<file path="src/rtl/timestamp_pkg.sv">
// Shared definitions for the BCD timestamp block: digit width, BCD limit and
// the digit type used by the decade counters and the top level.
package timestamp_pkg;

   localparam int unsigned DIGIT_W = 4;

   typedef logic [DIGIT_W-1:0] bcd_digit_t;

   localparam bcd_digit_t BCD_MAX = 4'd9;

endpackage

</file>
<file path="src/rtl/bcd_digit_counter.sv">
// One BCD decade (0..9) with synchronous clear and carry-in increment.
// Ports:
//   clk, reset (async, active-low), clear (sync, wins over inc),
//   inc (carry in), digit (current decade value), at_max (digit == 9).
module bcd_digit_counter
   import timestamp_pkg::*;
(
   input  logic       clk,
   input  logic       reset,
   input  logic       clear,
   input  logic       inc,
   output bcd_digit_t digit,
   output logic       at_max
);

   // Decade register: wraps 9 -> 0 on increment.
   always_ff @(posedge clk or negedge reset) begin
      if (!reset) begin
         digit <= '0;
      end else if (clear) begin
         digit <= '0;
      end else if (inc) begin
         digit <= (digit == BCD_MAX) ? '0 : digit + DIGIT_W'(1);
      end
   end

   assign at_max = (digit == BCD_MAX);

endmodule

</file>
<file path="src/rtl/bcd_timestamp_capture.sv">
// Parametrised BCD chronometer with prescaler, run/stop, sync clear, sticky
// overflow and per-channel timestamp capture with valid/ack handshake.
// Ports:
//   clk, reset (async, active-low)
//   enable   - run/hold for prescaler and digits
//   clear    - sync clear of time, prescaler, overflow and cap_lost
//   trig     - per-channel level triggers, rising edge captures time
//   cap_ack  - per-channel consumer acknowledge
//   time_out - live BCD time, digit k at [4k+3:4k]
//   tick     - prescaler strobe
//   overflow - sticky wrap flag
//   cap_valid, cap_time, cap_lost - per-channel capture state
module bcd_timestamp_capture
   import timestamp_pkg::*;
#(
   parameter int unsigned N_DIGITS = 12,
   parameter int unsigned PRESCALE = 5,
   parameter int unsigned N_CH     = 2
) (
   input  logic                           clk,
   input  logic                           reset,
   input  logic                           enable,
   input  logic                           clear,
   input  logic [N_CH-1:0]                trig,
   input  logic [N_CH-1:0]                cap_ack,
   output logic [DIGIT_W*N_DIGITS-1:0]    time_out,
   output logic                           tick,
   output logic                           overflow,
   output logic [N_CH-1:0]                cap_valid,
   output logic [N_CH*DIGIT_W*N_DIGITS-1:0] cap_time,
   output logic [N_CH-1:0]                cap_lost
);

   localparam int unsigned TW   = DIGIT_W * N_DIGITS;
   localparam int unsigned PS_W = (PRESCALE > 1) ? $clog2(PRESCALE) : 1;

   logic [PS_W-1:0]     ps_cnt;
   logic                ps_last;
   logic                tick_int;
   logic [N_DIGITS:0]   carry;
   logic [N_DIGITS-1:0] at_max;

   assign ps_last  = (ps_cnt == PS_W'(PRESCALE - 1));
   assign tick_int = enable & ps_last;
   // Gated by reset so the strobe is low while reset is held, even for PRESCALE=1.
   assign tick     = tick_int & reset;

   // Prescaler: 0..PRESCALE-1 while enabled, holds otherwise.
   always_ff @(posedge clk or negedge reset) begin
      if (!reset) begin
         ps_cnt <= '0;
      end else if (clear) begin
         ps_cnt <= '0;
      end else if (enable) begin
         ps_cnt <= ps_last ? '0 : ps_cnt + PS_W'(1);
      end
   end

   // Carry chain is purely combinational so every decade updates on the same edge.
   assign carry[0] = tick_int;

   for (genvar k = 0; k < N_DIGITS; k++) begin : g_digit
      bcd_digit_t digit_q;

      bcd_digit_counter u_digit (
         .clk    (clk),
         .reset  (reset),
         .clear  (clear),
         .inc    (carry[k]),
         .digit  (digit_q),
         .at_max (at_max[k])
      );

      assign carry[k+1]                  = carry[k] & at_max[k];
      assign time_out[k*DIGIT_W +: DIGIT_W] = digit_q;
   end

   // Sticky overflow: carry out of the top decade means all digits wrapped.
   always_ff @(posedge clk or negedge reset) begin
      if (!reset) begin
         overflow <= 1'b0;
      end else if (clear) begin
         overflow <= 1'b0;
      end else if (carry[N_DIGITS]) begin
         overflow <= 1'b1;
      end
   end

   // Per-channel capture; clear only touches the lost flag.
   for (genvar c = 0; c < N_CH; c++) begin : g_ch
      logic          trig_d;
      logic          trig_edge;
      logic          valid_q;
      logic          lost_q;
      logic [TW-1:0] cap_q;

      assign trig_edge = trig[c] & ~trig_d;

      always_ff @(posedge clk or negedge reset) begin
         if (!reset) begin
            trig_d  <= 1'b0;
            valid_q <= 1'b0;
            lost_q  <= 1'b0;
            cap_q   <= '0;
         end else begin
            trig_d <= trig[c];
            if (trig_edge) begin
               // An ack in the same cycle frees the register for the new sample.
               if (!valid_q || cap_ack[c]) begin
                  cap_q   <= time_out;
                  valid_q <= 1'b1;
               end else begin
                  lost_q <= 1'b1;
               end
            end else if (cap_ack[c] && valid_q) begin
               valid_q <= 1'b0;
            end
            if (clear) begin
               lost_q <= 1'b0;
            end
         end
      end

      assign cap_valid[c]          = valid_q;
      assign cap_lost[c]           = lost_q;
      assign cap_time[c*TW +: TW]  = cap_q;
   end

endmodule

</file>
<file path="config.mk">
export PLATFORM = sky130hd
export DESIGN_NAME = bcd_timestamp_capture
export DESIGN_NICKNAME = d
export VERILOG_FILES = /design/src/rtl/timestamp_pkg.sv /design/src/rtl/bcd_digit_counter.sv /design/src/rtl/bcd_timestamp_capture.sv
export SDC_FILE = /design/constraint.sdc
export NUM_CORES = 1
export LEC_CHECK = 0
export BUFFER_PORTS_ARGS = -buffer_cell sky130_fd_sc_hd__buf_2
export CAP_MARGIN = 25
export CORE_MARGIN = 1.5
export CORE_UTILIZATION = 44
export CTS_CLUSTER_DIAMETER = 150
export CTS_CLUSTER_SIZE = 10
export DETAILED_ROUTE_END_ITERATION = 8
export HOLD_SLACK_MARGIN = 0.08
export MAX_ROUTING_LAYER = met4
export PLACE_DENSITY = 0.71
export SYNTH_ARGS = -nofsm -noshare
export SYNTH_HDL_FRONTEND = slang
export SYNTH_SLANG_ARGS = --single-unit
</file>
<file path="constraint.sdc">
create_clock -name clk -period 1.7 [get_ports clk]
set_input_delay 0.51 -clock clk [delete_from_list [all_inputs] [get_ports clk]]
set_output_delay 0.51 -clock clk [all_outputs]
set_load 0.01 [all_outputs]
</file>
* Word-level counts from Yosys, hierarchy flattened
Cells that the tools add are included.
Word-level totals: bits in registers 154, input port bits 8, word-level logic and storage cells 153
Cells by class: $add $sub $neg 13, eq/ne operators 17, mux-type cells 53, bitwise gates (word level) 18, reductions and logical operators 30
Operators with widths (count):
- 2-to-1 mux 4 bit | 36
- adder 4 x 1 -> 4 bit (second input constant) | 12
- equality test 4 bit (second input constant) | 12
- nonzero test 2 bit | 18
- AND 1 bit | 16
- 2-to-1 mux 1 bit | 14
- AND reduction 2 bit | 6
- 2-to-1 mux 3 bit | 3
- inequality test 2 x 1 -> 1 bit (second input constant) | 2
- inequality test 2 bit (second input constant) | 2
- adder 3 x 1 -> 3 bit (second input constant) | 1
- equality test 3 bit (second input constant) | 1
- logical AND 1 bit | 2
- logical NOT 1 bit | 2
- logical OR 1 bit | 2
- inverter 1 bit | 2

* Longest topological paths before layout
Gate-level depths: netlist of the first run.
depth in word-level cells 16, gate-level depth with buffers 9, gate-level depth less buffers 6

* Modules after synthesis
Synthesis of the first run repeated with hierarchy kept, for this count alone.
Unflattened totals: cell total of the unflattened synthesis 553, area, all modules 7035.5 µm²
By module, submodules not included:
- bcd_timestamp_capture | times used 1, cells an instance 265, area each 4257.8 µm², seq. area each 2652.5 µm²
- bcd_digit_counter | times used 12, cells an instance 24, area each 231.5 µm², seq. area each 100.1 µm²

* Worst setup path before layout of the first run
Ideal clock, no wire load.
kind reg2reg, start register g_digit[1].u_digit.digit[1], end register g_digit[11].u_digit.digit[0], arrival 1820 ps, setup slack -245 ps, stages on the path, launching flop included 8, path buffers 1, clock period less this slack 1945 ps, path through dfrtp_1 inv_1 ha_1 and3b_1 clkbuf_8 nand4_1 nor4_1 mux2_2
Between the ends: word-level cells in the longest chain between the ends 12
RTL lines:
- from (decl) | line bcd_digit_counter.sv:12 | output bcd_digit_t digit,
- from (signal assigned) | line bcd_digit_counter.sv:23 | digit <= (digit == BCD_MAX) ? '0 : digit + DIGIT_W'(1);
- equality test 4 bit | line bcd_digit_counter.sv:27 | assign at_max = (digit == BCD_MAX);
- AND 1 bit (10 in a row) | line bcd_timestamp_capture.sv:74 | assign carry[k+1] = carry[k] & at_max[k];
- nonzero test 2 bit (no line)
- to (signal assigned) | line bcd_digit_counter.sv:23
- to (decl) | line bcd_digit_counter.sv:12
Every way passes these cells. A chain may end at the register's enable or synchronous reset.

* Final worst setup path of the first run
start register ps_cnt[1], end output tick
Between the ends: word-level cells in the longest chain between the ends 3
RTL lines:
- from (decl) | line bcd_timestamp_capture.sv:37 | logic [PS_W-1:0] ps_cnt;
- from (signal assigned) | line bcd_timestamp_capture.sv:55 | ps_cnt <= ps_last ? '0 : ps_cnt + PS_W'(1);
- equality test 3 bit | line bcd_timestamp_capture.sv:43 | assign ps_last = (ps_cnt == PS_W'(PRESCALE - 1));
- AND 1 bit | line bcd_timestamp_capture.sv:44 | assign tick_int = enable & ps_last;
- AND 1 bit | line bcd_timestamp_capture.sv:46 | assign tick = tick_int & reset;
- to (decl) | line bcd_timestamp_capture.sv:27 | output logic tick,
Every way passes these cells.

==> results.toml, run 1 <==
[status]
status = "complete, but fails checks"
violations = "setup timing"

[setup_path]
crit_type = "flip-flop to output pin"
required_ns = 1.19
worstPathArrival_ns = 1.54
crit_path_max_fanout = 2
start_kind = "flip-flop"
crit_path_end_kind = "output pin"

[synthesis]
syn-cell-area_um2 = 7267
syn_nets = 656
ys_types = 49
yosysSeqAreaShare_pct = 53.03
muxShareOfSynthArea_pct = 14.29
synth_compound_area_share_pct = 6.956
synth_xor_area_share_pct = 0.3616
syn_avg_cell_area_um2 = 11.68
ys_top_cells_by_count = "154 x dfrtp_1, 86 x mux2_2, 38 x a21oi_1, 30 x nand2_1, 29 x o21ai_0"
async_reset_ff_share_pct = 100.0
synth_top_family_by_area = "simple AND/OR/NAND/NOR gates"
yosysMostFrequentCell = "dfrtp_1"
yosysTopAreaCell = "dfrtp_1"
synthCells = 622
synth_edf_count = 0
synth_area_leaders = "dfrtp_1 53%, mux2_2 13%, ha_1 4.5%, a21oi_1 2.6%, o21ai_0 2.0%"
yosys_warnings = 0
yosys.area.top_type_share_pct = 53.03
synth-simple-area-share_pct = 16.18
ys_ff_latch = 154
synthAdderAreaFrac_pct = 4.477
synth_ff_type = "dfrtp_1"

[detailed_routing]
totalWireLength_um = 22340
route.antenna.remaining_nets = 0
drtIter0Drc = 517
dr_wl_met3_um = 1085
routed-wl-met2_um = 11550
first_pass_iters = 5
drt-met1-wl_um = 8990
wl_per_cell_um = 19.33
routed_via_density = 5.585
vias = 6456
drc = 0
routed.top_layer = "met4"

[sta]
worst_pin_slew_ns = 0.8203
maxSlewHeadroom_pct = 45.31
setup_ws_ns = -0.3462
hold_viol = 0
fin_skew_ns = 0.008318
fin_tns_setup_ns = -9.041
setup_viol = 43
maxSlewViolCount = 0
rsz0062_at_grt = "true"
min_period_ns = 2.046
fin_crit_sh_pct = 120.4
fmax_mhz = 488.7

[power]
p_per_area_nw_per_um2 = 711.2
vdd_drop_max_v = 0.0006716
design_power_total_mw = 7.650
power.leakage_nw = 5.626

[cts]
htreeDepth = 4
clock_latency_ns = 0.43
hold_buffers = 0
root_buffer = "clkbuf_16"
clkTransAtPathRegs_ns = 0.06
cts_tree = "done"
numCtsBuffers = 17
clockBufferDepth = 2
cts_sinks = 154

[grt]
grt-ovfl-total = 0
grt_pass1_wl_um = 33660
grt_pass1_vias = 6765
antenna_found_initial = 0
track_usage_pct = 25.22
grt_max_degree = 155

[place]
port_buffers = 157
hpwl_um = 13480
dp_worst_setup_slack_ns = -0.3046
gp_congestion = 0.8713
place_area_um2 = 9189

[floorplan]
core_area_um2 = 16000
placementRows = 46
ios = 158
die_w_um = 131.5
die_area_um2 = 17300
start_util_pct = 45.42
fp.dieH_um = 131.5

[finish]
n_antenna_cell = 0
drive_above_1_share_pct = 58.72
multiInputGateArea_um2 = 3618
fillers = 1189
num-nets-final = 961
synthToLayoutAreaGrowth_pct = 48.00
finalInstanceArea_um2 = 10760
regArea_um2 = 3869

[worst_hold_path]
hold_class = "input pin to flip-flop"

[job]
drv_cap = 0
[worst max-delay path, cell delays in order, from the launching register on]
cell     delay [ns]
dfrtp_1        0.38
inv_1          0.07
ha_2           0.17
and3_4         0.19
buf_6          0.09
and2_4         0.12
buf_6          0.09
[cell usage in the layout (no fill, tap or decap), drive strengths merged, types with 11 or more instances in the layout]
master / instances
mux2: 86
a21oi: 38
nand3b: 12
and3b: 11
buf: 320
o31ai: 12
nand3: 22
nor2: 28
nor3: 11
inv: 24
ha: 26
nand2: 30
nand4: 21
o21ai: 30
or4: 15
dfrtp: 154
clkbuf: 24
[cell families after synthesis]
kind of cell	count (synthesis)
compound gates	90
xor+xnor	3
fa+ha+maj	26
buf+inv	64
flops	154
mux	93
simple gates	192
[sequential cells by signal, summed over array words and instances (netlist names)]
name	cells
g_ch.valid_q	2
g_ch.lost_q	2
g_ch.trig_d	2
g_digit.u_digit.digit	48
overflow	1
ps_cnt	3
g_ch.cap_q	96
[layout make-up]
class	instances	area share [%]
clock buffer	22	4.409
inverter	24	0.8376
sequential	154	35.97
tap	216	2.513
timing repair buffer	322	21.75
multi-input combinational	408	33.64
clock inverter	10	0.8725
[final timing paths]
| path | startpoint | endpoint | slack [ns] | depth (start not counted) |
|---|---|---|---|---|
| max in group asynchronous | reset | g_digit[1].u_digit.digit[1]$_DFFE_PN0P_ | 0.82 | 2 |
| max | ps_cnt[1]$_DFFE_PN0P_ | tick | -0.35 | 6 |
| min in group asynchronous | reset | g_ch[1].cap_q[47]$_DFFE_PN0P_ | 0.23 | 2 |
| min | trig[0] | g_ch[0].trig_d$_DFF_PN0_ | 0.21 | 1 |
| min reg2reg | g_ch[1].cap_q[45]$_DFFE_PN0P_ | g_ch[1].cap_q[45]$_DFFE_PN0P_ | 0.48 | 2 |
| max reg2reg | ps_cnt[1]$_DFFE_PN0P_ | g_digit[5].u_digit.digit[0]$_DFFE_PN0P_ | -0.34 | 9 |
[routing by layer]
metal	track usage [%]	vias up
met3	4.321	59
li1	-	2853
met5	-	-
met4	13.83	0
met2	41.84	279
met1	29.19	3265
[where the power goes]
part / leakage (nW) / internal, mW / switching, mW / total, mW
Clock: 0.260 / 2.12 / 1.51 / 3.63
Sequential: 2.12 / 3.68 / 0.00958 / 3.69
Combinational: 3.24 / 0.119 / 0.210 / 0.328
[through the flow]
stage | std cells | util (%) | hold slack (ns)
after CTS | 1140 | 64.72 | 0.1929
after detailed placement | 1075 | 57.43 | 0.4691
after floorplan | 622 | - | 0.2144
after global routing | 1156 | 67.22 | 0.2032
after global placement | 1075 | 57.43 | 0.4591
final | 1156 | 67.22 | 0.2086
[timing repair]
item / in CTS / in global routing
buffers inserted: 27 / 22
cloned: 7 / 0
resized for setup: 73 / 70
pin swaps: 34 / 39
hold endpoints to repair: 0 / 0
setup endpoints to repair: 44 / 49
Power figures use the tool's default switching activity.
==> inputs of run 2 (changes only) <==
--- a/config.mk
+++ b/config.mk
@@ -15,6 +15,7 @@
 export HOLD_SLACK_MARGIN = 0.08
 export MAX_ROUTING_LAYER = met4
 export PLACE_DENSITY = 0.71
+export RECOVER_POWER = 50
 export SYNTH_ARGS = -nofsm -noshare
 export SYNTH_HDL_FRONTEND = slang
 export SYNTH_SLANG_ARGS = --single-unit
==> results.toml, run 2 (same netlist as run 1, synthesis figures left out) <==
[sta]
rsz0062_at_grt = "true"
setup_ws_ns = -0.3465
min_period_ns = 2.047
maxSlewViolCount = 0
maxSlewHeadroom_pct = 9.750
fmax_mhz = 488.6
setup_viol = 44
hold_viol = 0
fin_crit_sh_pct = 120.4
fin_skew_ns = 0.008754
fin_tns_setup_ns = -8.939
worst_pin_slew_ns = 1.354

[cts]
numCtsBuffers = 17
clock_latency_ns = 0.43
cts_tree = "done"
clockBufferDepth = 2
root_buffer = "clkbuf_16"
htreeDepth = 4
cts_sinks = 154
clkTransAtPathRegs_ns = 0.06
hold_buffers = 0

[status]
violations = "setup timing"
status = "complete, but fails checks"

[floorplan]
start_util_pct = 45.42
ios = 158
die_area_um2 = 17300
placementRows = 46
die_w_um = 131.5
core_area_um2 = 16000
fp.dieH_um = 131.5

[grt]
grt-ovfl-total = 0
grt_max_degree = 155
track_usage_pct = 25.22
grt_pass1_wl_um = 33660
antenna_found_initial = 0
grt_pass1_vias = 6765

[finish]
largest_reg_flops = 96
synthToLayoutAreaGrowth_pct = 47.76
num-nets-final = 961
n_antenna_cell = 0
final_common_cell = "buf_2"
post-route-util_pct = 67.11
top_regs = "g_ch.cap_q (96), g_digit.u_digit.digit (48), ps_cnt (3)"
final_cell_mix = "150 x buf_2, 142 x dfrtp_1, 112 x buf_4, 85 x mux2_2, 48 x buf_6"
multiInputGateArea_um2 = 3618
largest_register = "g_ch.cap_q"
regArea_um2 = 3869
drive_above_1_share_pct = 58.51
fillers = 1194

[place]
dp_worst_setup_slack_ns = -0.3046
gp_congestion = 0.8713
hpwl_um = 13480
port_buffers = 157

[setup_path]
crit_start = "ps_cnt[1]$_DFFE_PN0P_"
start_kind = "flip-flop"
r2r_start = "ps_cnt[1]$_DFFE_PN0P_"
crit_path_max_fanout = 2
rr_worst_depth = 9
required_ns = 1.19
crit_path_end_kind = "output pin"
worstPathArrival_ns = 1.54
crit_type = "flip-flop to output pin"

[power]
p_per_area_nw_per_um2 = 712.2
power.leakage_nw = 5.615
vdd_drop_max_v = 0.0006743

[worst_hold_path]
hold_class = "input pin to flip-flop"
hold_depth = 1
worstHoldStart = "trig[1]"

[detailed_routing]
first_pass_iters = 5
wl_per_cell_um = 19.29
route.antenna.remaining_nets = 0
totalWireLength_um = 22300
vias = 6455
routed_via_density = 5.584
drc = 0
drtIter0Drc = 502

[job]
drv_cap = 0
==> run 2: changes by cell type in the layout (fill, tap and decap cells not counted) <==
cell | before | now
buf_12 | 7 | 6
buf_2 | 152 | 150
buf_4 | 113 | 112
clkbuf_1 | 2 | 4
clkbuf_2 | 0 | 1
clkbuf_4 | 0 | 1
==> run 2: critical path: stages, from the launching register on <==
cell and delay, ns:
dfrtp_1 0.38, inv_1 0.07, ha_2 0.17, and3_4 0.19
buf_6 0.09, and2_4 0.12, buf_6 0.09
==> run 2: cell type report <==
type	instances	share of cell area, %
Sequential cell	154	36.03
Multi-Input combinational cell	408	33.70
Timing Repair Buffer	322	21.63
Clock buffer	22	4.416
Tap cell	216	2.517
Clock inverter	10	0.8739
Inverter	24	0.8390
==> run 2: routing by layer <==
layer  vias to the layer above  track usage, %  wire (um)
met5                         -               -          0
met4                         0           13.83        691
met3                        58           4.321        981
met2                       268           41.84      11630
met1                      3274           29.19       9001
li1                       2855               -          -
==> run 2: timing repair <==
item	4_1_cts	5_1_grt
setup endpoints to repair	44	49
cloned	7	0
pin swaps	34	39
gates resized for setup	73	70
buffers inserted	27	22
==> run 2: where the power goes <==
part	internal (mW)	switching (mW)	leakage, nW
logic	0.114	0.209	3.23
clock network	2.12	1.51	0.260
registers	3.68	0.00958	2.12
total	5.92	1.73	5.61
==> run 2: per-stage QoR <==
step / area [um2] / total power [mW] / hold slack, ns / std cells
finish: 10740 / 7.648 / 0.2172 / 1156
detailed placement: 9189 / 4.066 / 0.4691 / 1075
global route: 10740 / 7.900 / 0.2148 / 1156
global placement: 9189 / 4.050 / 0.4591 / 1075
CTS: 10350 / 7.700 / 0.1929 / 1140
floorplan: 7457 / 3.902 / 0.2144 / 622
==> run 2: worst paths after layout <==
kind,to,slack (ns)
setup / recovery,tick,-0.35
hold / removal,g_ch[1].trig_d$_DFF_PN0_,0.22
setup reg to reg,g_digit[5].u_digit.digit[0]$_DFFE_PN0P_,-0.34
hold reg to reg,g_ch[1].cap_q[45]$_DFFE_PN0P_,0.48
max in group asynchronous,g_digit[3].u_digit.digit[1]$_DFFE_PN0P_,0.20
min in group asynchronous,g_ch[1].cap_q[47]$_DFFE_PN0P_,0.55
